## src/rtl/data_fetch_ctrl.sv

```systemverilog
// -----------------------------------------------------------------------------
// data_fetch_ctrl
//
// Sequencer for the data-fetch/store unit. One command is taken at a time over a
// CMD_VALID/CMD_READY handshake. Its fields are latched and presented to the fetch
// unit. The controller then steps the fetch unit's word counter through a load
// (BRAM -> PE) or a store (PE -> BRAM). For loads it produces per-word PE load
// strobes that line up with the BRAM read data. Every transfer is guarded by a
// cycle timeout that aborts the operation.
//
// Parameters
//   RD_LAT   BRAM read latency in cycles, addrb -> doutb valid (>= 1)
//   TIMEOUT  max cycles spent in LOAD/STORE before abort (>= 17)
//
// Ports
//   CLK, RSTN                  clock (rising edge), asynchronous active-low reset
//   CMD_VALID / CMD_READY      command handshake; READY is high only when idle
//   CMD_STORE                  0 = load (BRAM->PE), 1 = store (PE->BRAM)
//   CMD_DIMEN                  load length code: N = 2,4,8,16 words
//   CMD_BASE                   BRAM base address
//   CMD_PE_SEL, CMD_PE_SUB     PE routing mode and {PE_SEL_4, PE_SEL_2x2}
//   DIMEN, ADDRESS, PE_SEL,
//   PE_SEL_4, PE_SEL_2x2       latched command fields; they hold until the next accept
//   ADDR_RST                   clears the fetch-unit word counter
//   ADDR_START                 advances the fetch-unit word counter
//   WRADDR_START               enables the BRAM write of the selected PE output
//   FETCH_DONE, STORE_DONE     fetch-unit counter reached N-1 / 3
//   PE_LD, PE_LD_IDX           PE data valid this cycle, word index k of that data
//   BUSY                       controller not idle
//   DONE, ERR                  one-cycle pulses: transfer complete / timeout abort
// -----------------------------------------------------------------------------
module data_fetch_ctrl #(
  parameter int RD_LAT  = 1,
  parameter int TIMEOUT = 32
) (
  input  logic       CLK,
  input  logic       RSTN,
  input  logic       CMD_VALID,
  output logic       CMD_READY,
  input  logic       CMD_STORE,
  input  logic [1:0] CMD_DIMEN,
  input  logic [3:0] CMD_BASE,
  input  logic [1:0] CMD_PE_SEL,
  input  logic [1:0] CMD_PE_SUB,
  output logic [1:0] DIMEN,
  output logic [3:0] ADDRESS,
  output logic [1:0] PE_SEL,
  output logic       PE_SEL_4,
  output logic       PE_SEL_2x2,
  output logic       ADDR_RST,
  output logic       ADDR_START,
  output logic       WRADDR_START,
  input  logic       FETCH_DONE,
  input  logic       STORE_DONE,
  output logic       PE_LD,
  output logic [3:0] PE_LD_IDX,
  output logic       BUSY,
  output logic       DONE,
  output logic       ERR
);

  typedef enum logic [2:0] {
    S_IDLE  = 3'd0,
    S_CLR   = 3'd1,
    S_LOAD  = 3'd2,
    S_STORE = 3'd3,
    S_DRAIN = 3'd4,
    S_DONE  = 3'd5,
    S_ABORT = 3'd6
  } state_t;

  // Last count value allowed in LOAD/STORE, and last DRAIN count value.
  localparam logic [7:0] TMO_LAST   = 8'(TIMEOUT - 1);
  localparam logic [7:0] DRAIN_LAST = 8'(RD_LAT - 1);

  state_t     state_q, state_d;
  logic [7:0] cyc_q, cyc_d;
  logic       store_q, store_d;
  logic [1:0] dimen_q, dimen_d;
  logic [3:0] addr_q, addr_d;
  logic [1:0] pe_sel_q, pe_sel_d;
  logic [1:0] pe_sub_q, pe_sub_d;

  // PE load delay line: stage 0 is written from the current state, and the
  // last stage drives PE_LD / PE_LD_IDX.
  logic [RD_LAT-1:0]      ld_v_q, ld_v_d;
  logic [RD_LAT-1:0][3:0] ld_idx_q, ld_idx_d;

  logic accept;
  logic abort_now;
  logic in_load;

  assign accept    = CMD_VALID && (state_q == S_IDLE);
  assign abort_now = (state_d == S_ABORT);
  assign in_load   = (state_q == S_LOAD);

  // ---------------------------------------------------------------------------
  // Next-state logic
  // ---------------------------------------------------------------------------
  // cyc_q does double duty. In LOAD/STORE it is the timeout counter, and its low
  // nibble is also the word index k, because it clears on LOAD entry and steps
  // once per LOAD cycle. A full 16-word load finishes before the earliest
  // possible timeout. In DRAIN it counts the read-latency cycles.
  always_comb begin
    state_d  = state_q;
    cyc_d    = cyc_q;
    store_d  = store_q;
    dimen_d  = dimen_q;
    addr_d   = addr_q;
    pe_sel_d = pe_sel_q;
    pe_sub_d = pe_sub_q;

    case (state_q)
      S_IDLE: begin
        if (accept) begin
          store_d  = CMD_STORE;
          dimen_d  = CMD_DIMEN;
          addr_d   = CMD_BASE;
          pe_sel_d = CMD_PE_SEL;
          pe_sub_d = CMD_PE_SUB;
          state_d  = S_CLR;
        end
      end

      S_CLR: begin
        cyc_d   = 8'd0;
        state_d = store_q ? S_STORE : S_LOAD;
      end

      S_LOAD: begin
        // The exit condition takes priority over the timeout in the same cycle.
        if (FETCH_DONE) begin
          cyc_d   = 8'd0;
          state_d = S_DRAIN;
        end else if (cyc_q == TMO_LAST) begin
          state_d = S_ABORT;
        end else begin
          cyc_d = cyc_q + 8'd1;
        end
      end

      S_STORE: begin
        if (STORE_DONE) begin
          state_d = S_DONE;
        end else if (cyc_q == TMO_LAST) begin
          state_d = S_ABORT;
        end else begin
          cyc_d = cyc_q + 8'd1;
        end
      end

      S_DRAIN: begin
        // Wait for the read data of the last addressed word to arrive.
        if (cyc_q == DRAIN_LAST) begin
          state_d = S_DONE;
        end else begin
          cyc_d = cyc_q + 8'd1;
        end
      end

      S_DONE:  state_d = S_IDLE;
      S_ABORT: state_d = S_IDLE;
      default: state_d = S_IDLE;
    endcase
  end

  // ---------------------------------------------------------------------------
  // PE load delay line
  // ---------------------------------------------------------------------------
  // When an abort is taken, the whole line is flushed so that no stale words
  // reach the PEs.
  assign ld_v_d[0]   = abort_now ? 1'b0 : in_load;
  assign ld_idx_d[0] = (abort_now || !in_load) ? 4'd0 : cyc_q[3:0];

  genvar gi;
  generate
    for (gi = 1; gi < RD_LAT; gi++) begin : g_ld_stage
      assign ld_v_d[gi]   = abort_now ? 1'b0 : ld_v_q[gi-1];
      assign ld_idx_d[gi] = abort_now ? 4'd0 : ld_idx_q[gi-1];
    end
  endgenerate

  // ---------------------------------------------------------------------------
  // State registers
  // ---------------------------------------------------------------------------
  always_ff @(posedge CLK or negedge RSTN) begin
    if (!RSTN) begin
      state_q  <= S_IDLE;
      cyc_q    <= 8'd0;
      store_q  <= 1'b0;
      dimen_q  <= 2'd0;
      addr_q   <= 4'd0;
      pe_sel_q <= 2'd0;
      pe_sub_q <= 2'd0;
      ld_v_q   <= '0;
      ld_idx_q <= '0;
    end else begin
      state_q  <= state_d;
      cyc_q    <= cyc_d;
      store_q  <= store_d;
      dimen_q  <= dimen_d;
      addr_q   <= addr_d;
      pe_sel_q <= pe_sel_d;
      pe_sub_q <= pe_sub_d;
      ld_v_q   <= ld_v_d;
      ld_idx_q <= ld_idx_d;
    end
  end

  // ---------------------------------------------------------------------------
  // Outputs
  // ---------------------------------------------------------------------------
  assign CMD_READY    = (state_q == S_IDLE);
  assign BUSY         = (state_q != S_IDLE);
  assign DONE         = (state_q == S_DONE);
  assign ERR          = (state_q == S_ABORT);
  assign ADDR_RST     = (state_q == S_CLR) || (state_q == S_ABORT);
  // The word counter parks at its terminal value: it stops advancing as soon as
  // the done flag for the current transfer type is seen.
  assign ADDR_START   = (in_load && !FETCH_DONE) ||
                        ((state_q == S_STORE) && !STORE_DONE);
  assign WRADDR_START = (state_q == S_STORE);

  assign DIMEN        = dimen_q;
  assign ADDRESS      = addr_q;
  assign PE_SEL       = pe_sel_q;
  assign PE_SEL_4     = pe_sub_q[1];
  assign PE_SEL_2x2   = pe_sub_q[0];

  assign PE_LD        = ld_v_q[RD_LAT-1];
  assign PE_LD_IDX    = ld_idx_q[RD_LAT-1];

endmodule
```

## config.mk

```make
export PLATFORM = sky130hd
export DESIGN_NAME = data_fetch_ctrl
export DESIGN_NICKNAME = d
export VERILOG_FILES = /design/src/rtl/data_fetch_ctrl.sv
export SDC_FILE = /design/constraint.sdc
export NUM_CORES = 1
export LEC_CHECK = 0
export ABC_AREA = 1
export BUFFER_PORTS_ARGS = -buffer_cell sky130_fd_sc_hd__buf_4
export CORE_ASPECT_RATIO = 0.8
export CORE_UTILIZATION = 38
export CTS_BUF_LIST = sky130_fd_sc_hd__clkbuf_4
export CTS_CLUSTER_DIAMETER = 40
export DETAILED_ROUTE_END_ITERATION = 16
export MAX_ROUTING_LAYER = met4
export PLACE_DENSITY = 0.63
export SYNTH_ARGS = -nofsm -noshare
export SYNTH_HDL_FRONTEND = slang
export SYNTH_SLANG_ARGS = --single-unit
```

## constraint.sdc

```tcl
create_clock -name CLK -period 1.53 [get_ports CLK]
set_clock_uncertainty 0.05 [all_clocks]
set_input_delay 0 -clock CLK [delete_from_list [all_inputs] [get_ports CLK]]
set_output_delay 0 -clock CLK [all_outputs]
set_load 0.005 [all_outputs]
```

== Word-level counts from Yosys, hierarchy flattened ==
Cells that the tools add are included.

* Flip-flop bits (word level): 27
* Logic and storage cells: 49

* Add/sub/neg operators: 1
* Equality and inequality tests: 10
* Muxes and demuxes: 14
* Reduce and logical (&&, ||, !) cells: 15

{| class="wikitable"
|+ Operator list
! operator !! number
|-
| 8-bit two-way mux || 4
|-
| 8-bit one-hot mux with 4 select lines || 1
|-
| 3-bit two-way mux || 5
|-
| 3-bit one-hot mux with 5 select lines || 1
|-
| 3-bit == test, second input constant || 4
|-
| 8-bit by 1-bit adder with 8-bit output, second input constant || 1
|-
| 8-bit by 5-bit == test with 1-bit output, second input constant || 1
|-
| 8-bit logical NOT || 1
|-
| 3-bit by 2-bit == test with 1-bit output, second input constant || 2
|-
| 4-bit two-way mux || 1
|-
| 2-bit inequality test, second input constant || 2
|-
| 4-bit nonzero test || 1
|-
| 3-bit by 1-bit == test with 1-bit output, second input constant || 1
|-
| 1-bit logical AND || 3
|-
| 1-bit logical NOT || 3
|-
| 3-bit logical NOT || 1
|-
| 1-bit logical OR || 3
|-
| 3-bit AND reduction || 1
|-
| 3-bit nonzero test || 1
|-
| 1-bit two-way mux || 2
|-
| 2-bit AND reduction || 1
|}

== Depth between registers and ports, before layout ==
* Depth after elaboration: 7
* Mapped depth: 10
* Gate-level depth less buffers: 10

== Least setup slack after synthesis ==
Ideal clock, no wire load.

* Path type: reg-to-reg
* From: register cyc_q[0]
* To: register ld_idx_q, in the netlist PE_LD_IDX[0]
* Library setup time: 0.072 ns
* Arrival: 1.259 ns
* Slack: 0.149 ns
* Cell stages (with the launch flop): 11
* Path buffers: 0
* Clock period less this slack: 1.381 ns
* Cell sequence: dfrtp_1 > ha_1 > nand3_1 > inv_1 > nand2_2 > nand2_1 > nand2_1 > nand2_2 > nand2_1 > nand2_2 > nor2_1

{| class="wikitable"
|+ RTL lines
! item !! line !! source
|-
| start: declaration || 77 || <nowiki>logic [7:0] cyc_q, cyc_d;</nowiki>
|-
| start signal: assignment || 199 || <nowiki>cyc_q <= cyc_d;</nowiki>
|-
| end signal: assignment || 206 || <nowiki>ld_idx_q <= ld_idx_d;</nowiki>
|-
| end: declaration || 87 || <nowiki>logic [RD_LAT-1:0][3:0] ld_idx_q, ld_idx_d;</nowiki>
|}

== Final worst setup path ==
* From: register state_q[2]
* To: register cyc_q[0]

* Longest elaborated chain between the ends: 3
* Elaborated cells between the ends (all ways): 9

{| class="wikitable"
|+ Ends and longest elaborated chain
! item !! line !! source
|-
| start: declaration || 76 || <nowiki>state_t state_q, state_d;</nowiki>
|-
| start signal: assignment || 198 || <nowiki>state_q <= state_d;</nowiki>
|-
| 3-bit == test (tied with other cells) || 113 || <nowiki>case (state_q)</nowiki>
|-
| 2-bit inequality test (no source line) / 4-bit nonzero test (equally long branches) || - ||
|-
| 3-bit AND reduction (no source line) || - ||
|}

Parallel ways exist; a longest one is shown, timed or not.
A chain may end at the register's enable or synchronous reset.

==> impl_metrics.toml <==
[die]
initial_core_util = 0.406
die_area_um2 = 4010
rows = 19
ioPinCount = 38
die_w_um = 70.6
die_h_um = 56.8
fp.coreArea_um2 = 3520

[global_route]
use_met3 = 0.0377
globalRouteOverflowTotal = 0
grt_pass1_vias = 1258
grt_pass1_wl_um = 5810
grt_max_degree = 28
grt_usage = 0.189
grt_busiest_layer = "met2"
antenna_found_initial = 0
use_met1 = 0.263
grtUsageMet2 = 0.291

[setup_path]
slowest_stage = "dfrtp_1"
reg2reg_slack_ns = -0.04
crit_path_end = "cyc_q[0]"
crit_type = "reg2reg"
crit_start = "state_q[2]"
cp-start-kind = "flip-flop"
arrival_ns = 1.76
r2r-end = "cyc_q[0]"
cp_max_fo = 5
r2r_start = "state_q[2]"
crit_path_max_incr_delay_ns = 0.46
worstRegToRegCells = 8
cp_data_required_time_ns = 1.72
path_cells = "inv_2 -> buf_6 -> nand4_1 -> nand2_1 -> inv_1 -> nand3_2 -> nor3_1 -> nor2_1"
cp-end-kind = "flip-flop"

[logic_synthesis]
ys_ff_latch = 27
syn_inst = 191
ys_seq_area_frac = 0.473
synth-compound-area-share = 0.0534
synthMuxAreaShare = 0
synth.net_count = 209
yosysWarnings = 0
syn_area_per_cell_um2 = 7.48
synth_simple_gate_area_frac = 0.358
synthDistinctLibCells = 22
synth_area_um2 = 1430
synthAdderAreaFrac = 0.0175
synthXorXnorAreaFrac = 0.0184
synth_top_family_by_area = "simple AND/OR/NAND/NOR gates"

[sta]
finalMaxSlewViolations = 0
min_period_over_period = 1.02
grt_setup_unrepaired = "yes"
setup_slack_ns = -0.0373
max_freq_mhz = 638
hold_violations = 0
relSlewSlack = 0.770
tightestPinTransition_ns = 0.344
setup-violations-final = 4
hold_ws_ns = 0.0384
min_period_ns = 1.57

[final_layout]
fillers = 313
post-route-util = 0.649
synthToLayoutAreaGrowth_pct = 59.8
seq_area_um2 = 677
drive_above_1_share = 0.412
multi_input_area_um2 = 762
fin_cells = 314
insertedDiodeCount = 0
final_cell_area_um2 = 2280
finalNetCount = 291

[detailed_routing]
totalWireLength_um = 3700
drc = 6
via_per_inst = 4.65
drt_iter0_markers = 78
first_pass_iters = 10
ant_nets = 0
num_vias = 1460
wire_per_inst_um = 11.8

[clocking]
htree_levels = 1
cts-buffers-inserted = 3
clockBufferDepth = 2
tritoncts = "yes"
clkLatencyLatePin_ns = 0.33
cts.sinks = 27
cts.clk_slew.worst_paths_ns = 0.16
clock_tree.root_cell = "clkbuf_4"

[placement]
dp_hpwl_um = 2500
dpl.cell_count = 283
pre_cts_ws_ns = -0.103
port_buffers = 37
place_area_um2 = 1860
gp_congestion = 0.863

[run_status]
violations = "design-rule violations, negative setup slack"
status = "finished with violations"

[power]
power_leakage_nw = 1.21
power_density_nw_per_um2 = 1550
max-vdd-ir-drop_mv = 0.941

[hold_path]
min_path_type = "in2async"

[run]
drv_cap = 0
state kept, by name, summed over array words and instances, names as in the netlist:
| register | cells |
|---|---|
| state_q | 3 |
| ADDRESS | 4 |
| store_q | 1 |
| PE_SEL | 2 |
| PE_LD | 1 |
| DIMEN | 2 |
| PE_LD_IDX | 4 |
| pe_sub_q | 2 |
| cyc_q | 8 |
logic make-up after synthesis:
group,Yosys count
AND/OR/NAND/NOR,116
XOR/XNOR,3
flip-flops,27
adder cells (fa/ha/maj),2
AO/OA/AOI/OAI,14
buffers and inverters,29
metrics by stage:
step | setup TNS, ns | power (mW)
after floorplan | 0 | 1.91
after global placement | -0.441 | 2.64
after detailed placement | -0.498 | 2.66
after CTS | -0.160 | 3.14
after global routing | -1.21 | 3.79
final | -0.0838 | 3.53
layer usage:
layer  part of all wire  vias to the layer above
li1                   -                      752
met1               0.46                      664
met4             0.0076                        0
met3              0.055                        4
met5                  0                        -
met2               0.47                       40
cells in the final DEF, fill, tap and decap left out:
cell	instances
nand2_1	66
buf_4	56
dfrtp_1	26
inv_1	18
dlygate4sd3_1	14
nand2_2	9
nor2_2	8
nor2_1	8
buf_6	8
nand3_1	6
o21ai_1	6
inv_2	5
inv_4	4
nand2_4	4
nor2_4	4
nand4_1	4
o21ai_0	4
nor3_1	3
xor2_1	3
clkbuf_4	3
nand3_2	2
nand3_4	2
o21ai_2	2
nor3_4	1
a21oi_1	1
o211ai_1	1
ha_4	1
ha_2	1
clkinvlp_4	1
dfrtp_2	1
worst min path at each step:
stage	startpoint	end	slack, ns
floorplan	RSTN	ADDRESS[0]	-0.35
global placement	RSTN	cyc_q[4]	-0.12
detailed placement	RSTN	PE_LD_IDX[3]	-0.12
CTS	RSTN	PE_LD_IDX[3]	0.04
global route	RSTN	PE_LD_IDX[3]	0.05
finish	RSTN	PE_LD_IDX[3]	0.04
area by class of cell:
cell class                      count  area share
Multi-Input combinational cell    136       0.334
Tap cell                           42      0.0230
Timing Repair Buffer               78       0.285
Clock buffer                        3     0.00986
Sequential cell                    27       0.296
Inverter                           27      0.0488
Clock inverter                      1     0.00329
power breakdown:
group	internal, mW	switching [mW]
Combinational	1.03	1.08
Clock	0.100	0.227
Sequential	0.925	0.168
cell usage after synthesis (all sizes together):
cell    count  area, um^2
o21ai      12        63.8
nand3       9        62.6
nor2       20        92.6
xor2        3        26.3
ha          2        25.0
a21oi       1        5.00
o211ai      1        7.51
dfrtp      27         676
inv        27         101
nand4       4        25.0
nor3        4        20.0
nand2      79         312
buf         2        12.5
timing repair:
action,4_1_cts,5_1_grt
gates resized for setup,4,48
endpoints found under the hold margin,41,0
cloned,1,0
setup buffers,5,7
setup endpoints to repair,9,28
hold buffers,14,0
pin swaps,0,14
critical path, delay by kind of cell, from the launching register on:
kind	cells	cell delay, ns
simple gates	5	0.62
buf+inv	3	0.34
flops	1	0.46
Power figures use the tool's default switching activity.
